$ cat src/rtl/zmod_clk_sequencer.sv
// zmod_clk_sequencer: reset / power-down / lock sequencer for the TX clock MMCM.
// Brings the MMCM up with bounded retries and gates downstream resets via ready.
module zmod_clk_sequencer #(
    parameter int RST_CYCLES    = 16,
    parameter int LOCK_TIMEOUT  = 65536,
    parameter int SETTLE_CYCLES = 1024,
    parameter int MAX_RETRIES   = 4
) (
    input  logic       clk,
    input  logic       reset,
    input  logic       enable,
    input  logic       locked,
    output logic       mmcm_rst,
    output logic       mmcm_pwrdwn,
    output logic       ready,
    output logic       fault,
    output logic [3:0] retry_count,
    output logic [7:0] lock_loss_count,
    output logic [2:0] state
);

    typedef enum logic [2:0] {
        ST_IDLE      = 3'd0,
        ST_RESET     = 3'd1,
        ST_WAIT_LOCK = 3'd2,
        ST_SETTLE    = 3'd3,
        ST_RUN       = 3'd4,
        ST_FAULT     = 3'd5
    } state_e;

    function automatic int max3(input int a, input int b, input int c);
        int m;
        m = (a > b) ? a : b;
        return (m > c) ? m : c;
    endfunction

    // One shared counter serves the reset pulse, the lock timer and settling.
    localparam int CMAX = max3(RST_CYCLES, LOCK_TIMEOUT, SETTLE_CYCLES);
    localparam int CW   = $clog2(CMAX + 1) + 1;

    localparam logic [CW-1:0] RST_LAST = CW'(RST_CYCLES - 1);
    localparam logic [CW-1:0] TO_LAST  = CW'(LOCK_TIMEOUT - 1);
    localparam logic [CW-1:0] SET_LAST = CW'(SETTLE_CYCLES - 1);
    localparam logic [CW-1:0] CNT_ONE  = CW'(1);
    localparam logic [3:0]    RETRY_LIMIT = 4'(MAX_RETRIES);

    logic          sync1_q;
    logic          sync2_q;
    logic          locked_s;

    state_e        state_q;
    state_e        state_d;
    logic [CW-1:0] cnt_q;
    logic [CW-1:0] cnt_d;
    logic [3:0]    retry_q;
    logic [3:0]    retry_d;
    logic [3:0]    retry_inc;
    logic [7:0]    llc_q;
    logic [7:0]    llc_d;
    logic          attempt_fail;

    logic          rst_q;
    logic          rst_d;
    logic          pd_q;
    logic          pd_d;
    logic          ready_q;
    logic          ready_d;
    logic          fault_q;
    logic          fault_d;

    assign locked_s  = sync2_q;
    assign retry_inc = retry_q + 4'd1;

    // Two-flop synchronizer bringing MMCM LOCKED into the reference domain.
    always_ff @(posedge clk or posedge reset) begin
        if (reset) begin
            sync1_q <= 1'b0;
            sync2_q <= 1'b0;
        end else begin
            sync1_q <= locked;
            sync2_q <= sync1_q;
        end
    end

    // Next-state, counter and retry bookkeeping; enable=0 overrides all.
    always_comb begin
        state_d      = state_q;
        cnt_d        = cnt_q;
        retry_d      = retry_q;
        llc_d        = llc_q;
        attempt_fail = 1'b0;

        if (!enable) begin
            state_d = ST_IDLE;
            cnt_d   = '0;
            retry_d = '0;
        end else begin
            unique case (state_q)
                ST_IDLE: begin
                    state_d = ST_RESET;
                    cnt_d   = '0;
                end
                ST_RESET: begin
                    if (cnt_q == RST_LAST) begin
                        state_d = ST_WAIT_LOCK;
                        cnt_d   = '0;
                    end else begin
                        cnt_d = cnt_q + CNT_ONE;
                    end
                end
                ST_WAIT_LOCK: begin
                    // A lock seen on the timeout cycle takes precedence.
                    if (locked_s) begin
                        state_d = ST_SETTLE;
                        cnt_d   = '0;
                    end else if (cnt_q == TO_LAST) begin
                        attempt_fail = 1'b1;
                    end else begin
                        cnt_d = cnt_q + CNT_ONE;
                    end
                end
                ST_SETTLE: begin
                    if (!locked_s) begin
                        attempt_fail = 1'b1;
                    end else if (cnt_q == SET_LAST) begin
                        state_d = ST_RUN;
                        cnt_d   = '0;
                        retry_d = '0;
                    end else begin
                        cnt_d = cnt_q + CNT_ONE;
                    end
                end
                ST_RUN: begin
                    if (!locked_s) begin
                        state_d = ST_RESET;
                        cnt_d   = '0;
                        if (llc_q != 8'hFF) begin
                            llc_d = llc_q + 8'd1;
                        end
                    end
                end
                ST_FAULT: begin
                    state_d = ST_FAULT;
                end
                default: begin
                    state_d = ST_IDLE;
                    cnt_d   = '0;
                end
            endcase

            if (attempt_fail) begin
                retry_d = retry_inc;
                cnt_d   = '0;
                state_d = (retry_inc == RETRY_LIMIT) ? ST_FAULT : ST_RESET;
            end
        end
    end

    // Output decode from the next state so every output is a plain flop.
    always_comb begin
        rst_d   = 1'b1;
        pd_d    = 1'b0;
        ready_d = 1'b0;
        fault_d = 1'b0;
        unique case (state_d)
            ST_IDLE: begin
                pd_d = 1'b1;
            end
            ST_RESET: begin
                rst_d = 1'b1;
            end
            ST_WAIT_LOCK, ST_SETTLE: begin
                rst_d = 1'b0;
            end
            ST_RUN: begin
                rst_d   = 1'b0;
                ready_d = 1'b1;
            end
            ST_FAULT: begin
                fault_d = 1'b1;
            end
            default: begin
                pd_d = 1'b1;
            end
        endcase
    end

    // State, counters and registered outputs; reset reasserts MMCM RST at once.
    always_ff @(posedge clk or posedge reset) begin
        if (reset) begin
            state_q <= ST_IDLE;
            cnt_q   <= '0;
            retry_q <= '0;
            llc_q   <= '0;
            rst_q   <= 1'b1;
            pd_q    <= 1'b1;
            ready_q <= 1'b0;
            fault_q <= 1'b0;
        end else begin
            state_q <= state_d;
            cnt_q   <= cnt_d;
            retry_q <= retry_d;
            llc_q   <= llc_d;
            rst_q   <= rst_d;
            pd_q    <= pd_d;
            ready_q <= ready_d;
            fault_q <= fault_d;
        end
    end

    assign mmcm_rst        = rst_q;
    assign mmcm_pwrdwn     = pd_q;
    assign ready           = ready_q;
    assign fault           = fault_q;
    assign retry_count     = retry_q;
    assign lock_loss_count = llc_q;
    assign state           = state_q;

endmodule
$ cat config.mk
export PLATFORM = sky130hd
export DESIGN_NAME = zmod_clk_sequencer
export DESIGN_NICKNAME = d
export VERILOG_FILES = /design/src/rtl/zmod_clk_sequencer.sv
export SDC_FILE = /design/constraint.sdc
export NUM_CORES = 1
export LEC_CHECK = 0
export BUFFER_PORTS_ARGS = -buffer_cell sky130_fd_sc_hd__buf_2
export CAP_MARGIN = 0
export CORE_UTILIZATION = 45
export CTS_BUF_LIST = sky130_fd_sc_hd__clkbuf_4 sky130_fd_sc_hd__clkbuf_8 sky130_fd_sc_hd__clkbuf_16
export CTS_CLUSTER_DIAMETER = 100
export DETAILED_ROUTE_END_ITERATION = 8
export PLACE_DENSITY = 0.72
export SYNTH_ARGS = -nofsm -noshare
export SYNTH_HDL_FRONTEND = slang
export SYNTH_SLANG_ARGS = --single-unit
$ cat constraint.sdc
create_clock -name clk -period 2.3 [get_ports clk]
set_input_delay 0.115 -clock clk [delete_from_list [all_inputs] [get_ports clk]]
set_output_delay 0.115 -clock clk [all_outputs]
set_load 0.1 [all_outputs]
# Word level (Yosys, flattened, before mapping)
# Index checks and enable logic that the tools add are counted.
# classes
n_addsub,3
eq_ne,22
reduce_logical,6
mux,32
bitwise,1
# ops
op,count
$mux 18,8
$pmux 18 s5,1
$mux 3,8
$mux 4,5
$add 18x1->18 const B,1
$eq 18x10->1 const B,1
$eq 18x16->1 const B,1
$eq 18x4->1 const B,1
$pmux 3 s6,1
$eq 3x2->1 const B,4
$eq 3x3->1 const B,4
$ne 3x1->1 const B,3
$add 8x1->8 const B,1
$mux 1,8
$ne 4x4->1 const B,2
$ne 8x8->1 const B,1
$reduce_and 4->1,2
$eq 3x1->1 const B,2
$ne 5x5->1 const B,1
$reduce_or 5->1,1
$add 4x1->4 const B,1
$eq 4x3->1 const B,1
$logic_not 3->1,1
$ne 3x3->1 const B,1
other kinds (4),4
# totals
reg_bits,39
in_bits,4
output_inout_bits,19
wordCells,74

# Logic depth before layout (Yosys ltp)
# Gate-level depths: netlist (run 1).
# depth
ltp_word,10
ltp_mapped,7
mapped_depth_nobuf,7

# Least setup slack after synthesis (run 1)
# No wires, ideal clock.
# synth_path
kind,reg-to-reg
start,"register state_q[2], in the netlist state[2]"
end,"register llc_q[4], in the netlist lock_loss_count[4]"
setup_slack_ns,-0.205
path_buffers,1
setup_time_ns,0.159
synth_period_minus_slack_ns,2.505
t_arrival_ns,2.346
required_time_ns,2.141
path_stages_with_launch,7
cell_sequence,dfrtp_1 clkbuf_1 nand3b_1 a311oi_1 and2_1 nand3_1 xnor2_1
# synth_via
elab_chain_cells,2
# synth_lines
element,line_no,text
start: declaration,51,state_e state_q;
start signal: assignment,200,state_q <= state_d;
$eq 3x3->1,98,unique case (state_q)
$reduce_and 4->1 (no line),-,
end signal: assignment,203,llc_q <= llc_d;
end: declaration,58,logic [7:0] llc_q;
# Every way passes these cells.
# A chain may end at the register's enable or synchronous reset.

# Worst setup path in the final report (run 1)
# layout_path
start,register cnt_q[13]
end,register cnt_q[12]
# layout_via
elab_chain_cells,7
word_cells_on_any_way,18
cone_classes,7 x eq/ne; 10 x mux; 1 x reduce/logical
# layout_lines
element,line_no,text
start: declaration,53,logic [CW-1:0] cnt_q;
start signal: assignment,201,cnt_q <= cnt_d;
$eq 18x16->1,116,end else if (cnt_q == TO_LAST) begin
$mux 1,116,
$mux 1,113,if (locked_s) begin
$pmux 1 s2,98,
$mux 1,93,if (!enable) begin
$ne 5x5->1 (no line) (tied with other cells),-,
$reduce_and 4->1 (no line) / $mux 18 (equally long branches),-,
# Parallel ways exist; a longest one is shown, timed or not. The select of a mux whose other input is x is not followed.

==> results_dict.tcl, run 1 <==
set metrics [dict create \
    fin_cells 325 \
    cts_buffer_depth 2 \
    dp_hpwl_um 3243 \
    clk_pin_slew_ps 80 \
    clkLatencyLatePin_ps 290 \
    ys_warn_count 0 \
    grt_pass1_wl_um 7741 \
    ant_nets 0 \
    fin_crit_sh_pct 94.37 \
    rows 24 \
    netlist_instances 232 \
    period_needed_ps 2170 \
    p_leak_nw 1.151 \
    cts_tree "built" \
    dp.cells 315 \
    maxCapViolCount 0 \
    slowest_delay_ps 520 \
    run_status "finished clean" \
    drive_gt1_share_pct 24.54 \
    syn-cell-area_um2 2132 \
    cts_buffers 5 \
    grt_antenna_before_repair 0 \
    worstPathArrival_ps 2340 \
    grt.overflow.total 0 \
    remaining_drc_errors 0 \
    peakVddDrop_uv 256.2 \
    use_met2_pct 30.45 \
    grt_usage_pct 19.45 \
    final_hold_viol_count 0 \
    cp.required_ps 2470 \
    cp_cell_sequence "nor4_1 -> nand3_1 -> o211a_1 -> o21ai_4 -> buf_12 -> o211ai_1" \
    tns_ps 0 \
    fin_nets 279 \
    fin_hold_ws_ps 71.82 \
    p_total_mw 1.337 \
    end_kind "flip-flop" \
    drt-pass1-iter-count 6 \
    io_pins 23 \
    clock.fmax_mhz 460.7 \
    cts_setup_buffers 0 \
    synthesis.area_per_instance_um2 9.190 \
    drt_iter0_markers 122 \
    ys.flop_type "dfrtp_1" \
    num_vias 1851 \
    busiest_layer "met2" \
    yosysSeqAreaShare_pct 45.89 \
    core_area_um2 4444 \
    grtUsageMet3_pct 3.846 \
    syn_to_final_growth_pct 20.60 \
    h-tree-depth 2 \
    rsz0062_at_grt "false" \
    crit_type "flip-flop to flip-flop" \
    cts_root_buffer "clkbuf_8" \
    r2r_end "cnt_q[12]" \
    gp_congestion 0.9528 \
    grt_max_degree 40 \
    diodes 0 \
    routed_wl_um 4564 \
    setup_viol 0 \
    port_buffers 22 \
    start_util_pct 47.97 \
    synth_cell_types 44 \
    syn_nets 239 \
    fin_util_pct 57.85 \
    synth-seq-cells 39 \
    reg2reg_slack_ps 130 \
    worstPathMaxFanout 14 \
    synth_edf_count 0 \
    grt_pass1_vias 1713 \
    dieArea_um2 5017 \
    cts.sinks 39 \
    synthArstFlopShare_pct 100.0 \
    die_w_um 70.83 \
    hold_depth 2 \
    route.detailed.wl_per_inst_um 14.04 \
    reg2reg_depth 6 \
    skew_ps 9.066 \
    holdPathEnd "mmcm_pwrdwn" \
    reg2reg_from "cnt_q[13]" \
    critPathSlowestCell "nor4_1" \
    met1_usage_pct 26.60 \
    power_density_nw_per_um2 519.8 \
    via_per_inst 5.695 \
    finalMaxSlewViolations 0 \
    die_h_um 70.83 \
    min_from "enable" \
    worst-slew-pin-transition_ps 576.7 \
    cp-start-kind "flip-flop" \
    slew_headroom_pct 61.20 \
    hp-class "input port to flip-flop" \
]
==> cell usage in the layout (no fill, tap or decap), drive strengths merged, types with 7 or more instances in the layout <==
master / n
a21oi: 7
buf: 41
dfrtp: 37
inv: 11
nand2: 35
nand3: 12
nand4: 7
nor2: 16
nor4: 7
o211ai: 16
o21ai: 10
xnor2: 7
==> power breakdown <==
group	internal (mW)	leakage (nW)	total [mW]	switching [mW]
clock network	0.323	0.0581	0.564	0.242
registers	0.691	0.522	0.697	0.00577
logic	0.0232	0.570	0.0753	0.0522
total	1.04	1.15	1.34	0.299
==> layout make-up <==
| cell class | instances | area [um2] |
|---|---|---|
| clock buffer | 5 | 68.82 |
| timing repair buffer | 43 | 285.3 |
| inverter | 11 | 41.29 |
| multi-input combinational | 172 | 1082 |
| tap | 52 | 65.06 |
| sequential | 39 | 984.7 |
| fill | 403 | 1873 |
| clock inverter | 3 | 43.79 |
==> routing by layer <==
layer / share of wire (%) / wire [um]
met5: 0 / 0
met3: 3.9 / 177
met1: 48 / 2181
met2: 46 / 2120
met4: 1.9 / 85
==> critical path, delay by kind of cell, from the launching register on <==
kind            cells  cell delay [ps]
compound gates      3              730
buf+inv             1              160
flops               1              430
simple gates        2              740
==> through the flow <==
step | setup WS, ps | area, um2
after floorplan | -52.15 | 2138
after global placement | 168.5 | 2420
after detailed placement | 75.83 | 2420
after CTS | 81.13 | 2552
after global routing | 0.3979 | 2571
final | 129.6 | 2571
==> sequential cells by signal (all words and copies together) (netlist names) <==
register and flops:
cnt_q 18, lock_loss_count 8, retry_count 4, state 3, fault 1, locked_s 1, mmcm_pwrdwn 1, mmcm_rst 1
ready 1, sync1_q 1
==> how the worst max path moves through the flow <==
stage	startpoint	to	slack, ps
floorplan	lock_loss_count[4]	lock_loss_count[4]	-50
global placement	cnt_q[0]	cnt_q[6]	170
detailed placement	cnt_q[0]	cnt_q[2]	80
CTS	cnt_q[0]	cnt_q[2]	80
global route	cnt_q[13]	cnt_q[12]	0.4
finish	cnt_q[13]	cnt_q[12]	130
==> repair_timing <==
action	CTS	global route
hold endpoints to repair	38	0
hold buffers	2	0
gates resized for setup	0	3
setup endpoints to repair	0	5
==> cells in the mapped netlist, types with 2 or more instances <==
master / n / share of area (%)
o2111ai_1: 4 / 1.6
buf_2: 3 / 0.70
a311oi_1: 2 / 0.82
or3_1: 2 / 0.59
dfrtp_1: 37 / 43
and2_1: 3 / 0.88
nor2_1: 16 / 2.8
nand3b_1: 3 / 1.1
nor3b_1: 2 / 0.70
clkbuf_1: 6 / 1.1
o311ai_1: 2 / 0.82
xor2_1: 5 / 2.1
ha_1: 3 / 1.8
nor3_1: 3 / 0.70
and4_1: 4 / 1.6
nor4_1: 6 / 1.8
xnor2_1: 7 / 2.9
a21oi_1: 7 / 1.6
dfstp_2: 2 / 2.5
nand4_1: 7 / 2.1
nand2_1: 35 / 6.2
and3_1: 2 / 0.59
o211ai_1: 16 / 5.6
a31oi_1: 2 / 0.59
or2_2: 4 / 1.2
inv_1: 11 / 1.9
o21ai_1: 5 / 1.2
o21ai_0: 3 / 0.70
nand3_1: 12 / 2.8
nand2b_1: 3 / 0.88
or4_1: 2 / 0.70
==> cells by family after synthesis <==
family                   synth area share, %
XOR/XNOR                               4.930
adder cells (fa/ha/maj)                1.761
multiplexers                          0.5281
flip-flops                             45.89
AND/OR/NAND/NOR                        26.35
AO/OA/AOI/OAI                          16.31
buffers and inverters                  4.225
(Power assumes the default switching activity.)
==> inputs of run 2 (changes only) <==
--- a/config.mk
+++ b/config.mk
@@ -7,11 +7,11 @@
 export LEC_CHECK = 0
 export BUFFER_PORTS_ARGS = -buffer_cell sky130_fd_sc_hd__buf_2
 export CAP_MARGIN = 0
-export CORE_UTILIZATION = 45
+export CORE_UTILIZATION = 50
 export CTS_BUF_LIST = sky130_fd_sc_hd__clkbuf_4 sky130_fd_sc_hd__clkbuf_8 sky130_fd_sc_hd__clkbuf_16
 export CTS_CLUSTER_DIAMETER = 100
 export DETAILED_ROUTE_END_ITERATION = 8
-export PLACE_DENSITY = 0.72
+export PLACE_DENSITY = 0.78
 export SYNTH_ARGS = -nofsm -noshare
 export SYNTH_HDL_FRONTEND = slang
 export SYNTH_SLANG_ARGS = --single-unit
==> constraint.sdc (replaced) <==
create_clock -name clk -period 2.5 [get_ports clk]
set_input_delay 0.125 -clock clk [delete_from_list [all_inputs] [get_ports clk]]
set_output_delay 0.125 -clock clk [all_outputs]
set_load 0.1 [all_outputs]
==> run 2 against run 1 <==
  * Clock power down 7.6%
  * Critical path depth down 1
  * Total power down 8.3%
  * Sequential share of layout area up 2.0 points
  * Cell count down 4.9%
  * Combinational power down 16%
  * Global-route usage up 2.3 points
  * Utilization up 2.1 points
  * Largest power group unchanged
==> results_dict.tcl, run 2 (same netlist as run 1, synthesis figures left out) <==
set metrics [dict create \
    rsz0062_at_grt "false" \
    cts_tree "built" \
    swShare_pct 22.60 \
    grt_antenna_before_repair 0 \
    mostFrequentLayoutCell "dfrtp_1" \
    run_status "finished clean" \
    end_kind "flip-flop" \
    cts_buffers 5 \
    clkLatencyLatePin_ps 290 \
    setup_viol 0 \
    combPwrFrac_pct 5.1 \
    start_util_pct 52.54 \
    hp-class "input port to flip-flop" \
    cp.required_ps 2660 \
    p_int_mw 0.9486 \
    fin_crit_sh_pct 92.77 \
    io_pins 23 \
    dieArea_um2 4529 \
    maxCapViolCount 0 \
    routed_wl_um 4388 \
    grt_pass1_wl_um 7355 \
    seqCellArea_um2 979.7 \
    cp_cell_sequence "or4_1 -> nor4_2 -> a311oi_1 -> o21ai_4 -> o211ai_1" \
    grt_usage_pct 21.75 \
    fin_util_pct 59.98 \
    slew_headroom_pct 56.01 \
    final_hold_viol_count 0 \
    via_per_inst 5.790 \
    cts_buffer_depth 2 \
    diodes 0 \
    clk_pin_slew_ps 80 \
    remaining_drc_errors 0 \
    detailedPlace.worstSlack_ps 161.2 \
    finalMaxSlewViolations 0 \
    worstPathMaxFanout 18 \
    power_density_nw_per_um2 503.6 \
    fin_nets 265 \
    cts.sinks 39 \
    p_clk_share_pct 42.5 \
    syn_to_final_growth_pct 14.14 \
    multi_input_area_um2 1070 \
    core_area_um2 4058 \
    layout_common_cells "dfrtp_1, nand2_1, buf_2" \
    die_w_um 67.30 \
    p_leak_nw 1.076 \
    h-tree-depth 2 \
    critPathSlowestCell "or4_1" \
    grt.overflow.total 0 \
    cts_setup_buffers 0 \
    n_fill_cell 348 \
    reg2reg_slack_ps 180 \
    tns_ps 0 \
    fin_cells 309 \
    grt_pass1_vias 1658 \
    peakVddDrop_uv 233.7 \
    place_area_um2 2295 \
    worstPathArrival_ps 2480 \
    rows 23 \
    cp-start-kind "flip-flop" \
    p_sw_mw 0.2769 \
    largest_reg_flops 18 \
    dp_hpwl_um 2920 \
    power.share.sequential_pct 52.3 \
    gp_congestion 0.8101 \
    dp.cells 299 \
    ant_nets 0 \
    drive_gt1_share_pct 18.15 \
    cts_root_buffer "clkbuf_8" \
    regMostFlops "cnt_q" \
    slowest_delay_ps 550 \
    setup_slack_ps 180.6 \
    critical_path.top_delay_family "simple AND/OR/NAND/NOR gates" \
    period_needed_ps 2319 \
    die_h_um 67.30 \
    grt_max_degree 40 \
    cp.buffers_inverters 0 \
    worst-slew-pin-transition_ps 653.7 \
    final_area_um2 2434 \
    drt-pass1-iter-count 4 \
    skew_ps 9.344 \
    clock.fmax_mhz 431.2 \
    drt_iter0_markers 99 \
    port_buffers 22 \
    crit_type "flip-flop to flip-flop" \
    num_vias 1789 \
    route.detailed.wl_per_inst_um 14.20 \
]
[run 2: per-stage QoR]
| stage | hold slack [ps] | power (mW) |
|---|---|---|
| 6_report | 120.7 | 1.226 |
| 5_1_grt | 122.4 | 1.272 |
| 4_1_cts | 108.5 | 1.240 |
| 3_5_place_dp | 235.1 | 0.7131 |
| 3_3_place_gp | 233.6 | 0.7126 |
| 2_1_floorplan | 156.4 | 0.6992 |
[run 2: final cells by class]
type	instances	share of cell area, %
clock buffer	5	2.828
clock inverter	3	1.799
inverter	11	1.697
multi-input combinational	172	43.96
sequential	39	40.26
tap	50	2.571
timing repair buffer	29	6.889
[run 2: path summary, 6_finish.rpt]
kind	end	cells after the start	start
min reg2reg	locked_s	0	sync1_q
max in group asynchronous	state[2]	4	reset
min	mmcm_pwrdwn	2	enable
max reg2reg	cnt_q[12]	5	cnt_q[6]
max	cnt_q[12]	5	cnt_q[6]
min in group asynchronous	cnt_q[0]	4	reset
[run 2: power groups by stage]
stage | registers, mW | logic [mW] | clock network, mW
6_report | 0.641 | 0.0630 | 0.521
5_1_grt | 0.642 | 0.0702 | 0.559
4_1_cts | 0.641 | 0.0627 | 0.536
3_5_place_dp | 0.653 | 0.0597 | 0
3_3_place_gp | 0.653 | 0.0595 | 0
2_1_floorplan | 0.664 | 0.0348 | 0
[run 2: per-layer routing]
metal	vias to the layer above	global-route usage [%]	part of all wire, %
li1	892	-	-
met1	854	29.69	48
met2	39	33.13	47
met3	4	5.068	4.3
met4	0	8.777	1.0
met5	-	0	0
[run 2: repair_timing]
action,in CTS,in global routing
setup endpoints to repair,0,4
endpoints found under the hold margin,38,0
hold buffers,2,0
gates resized for setup,0,1
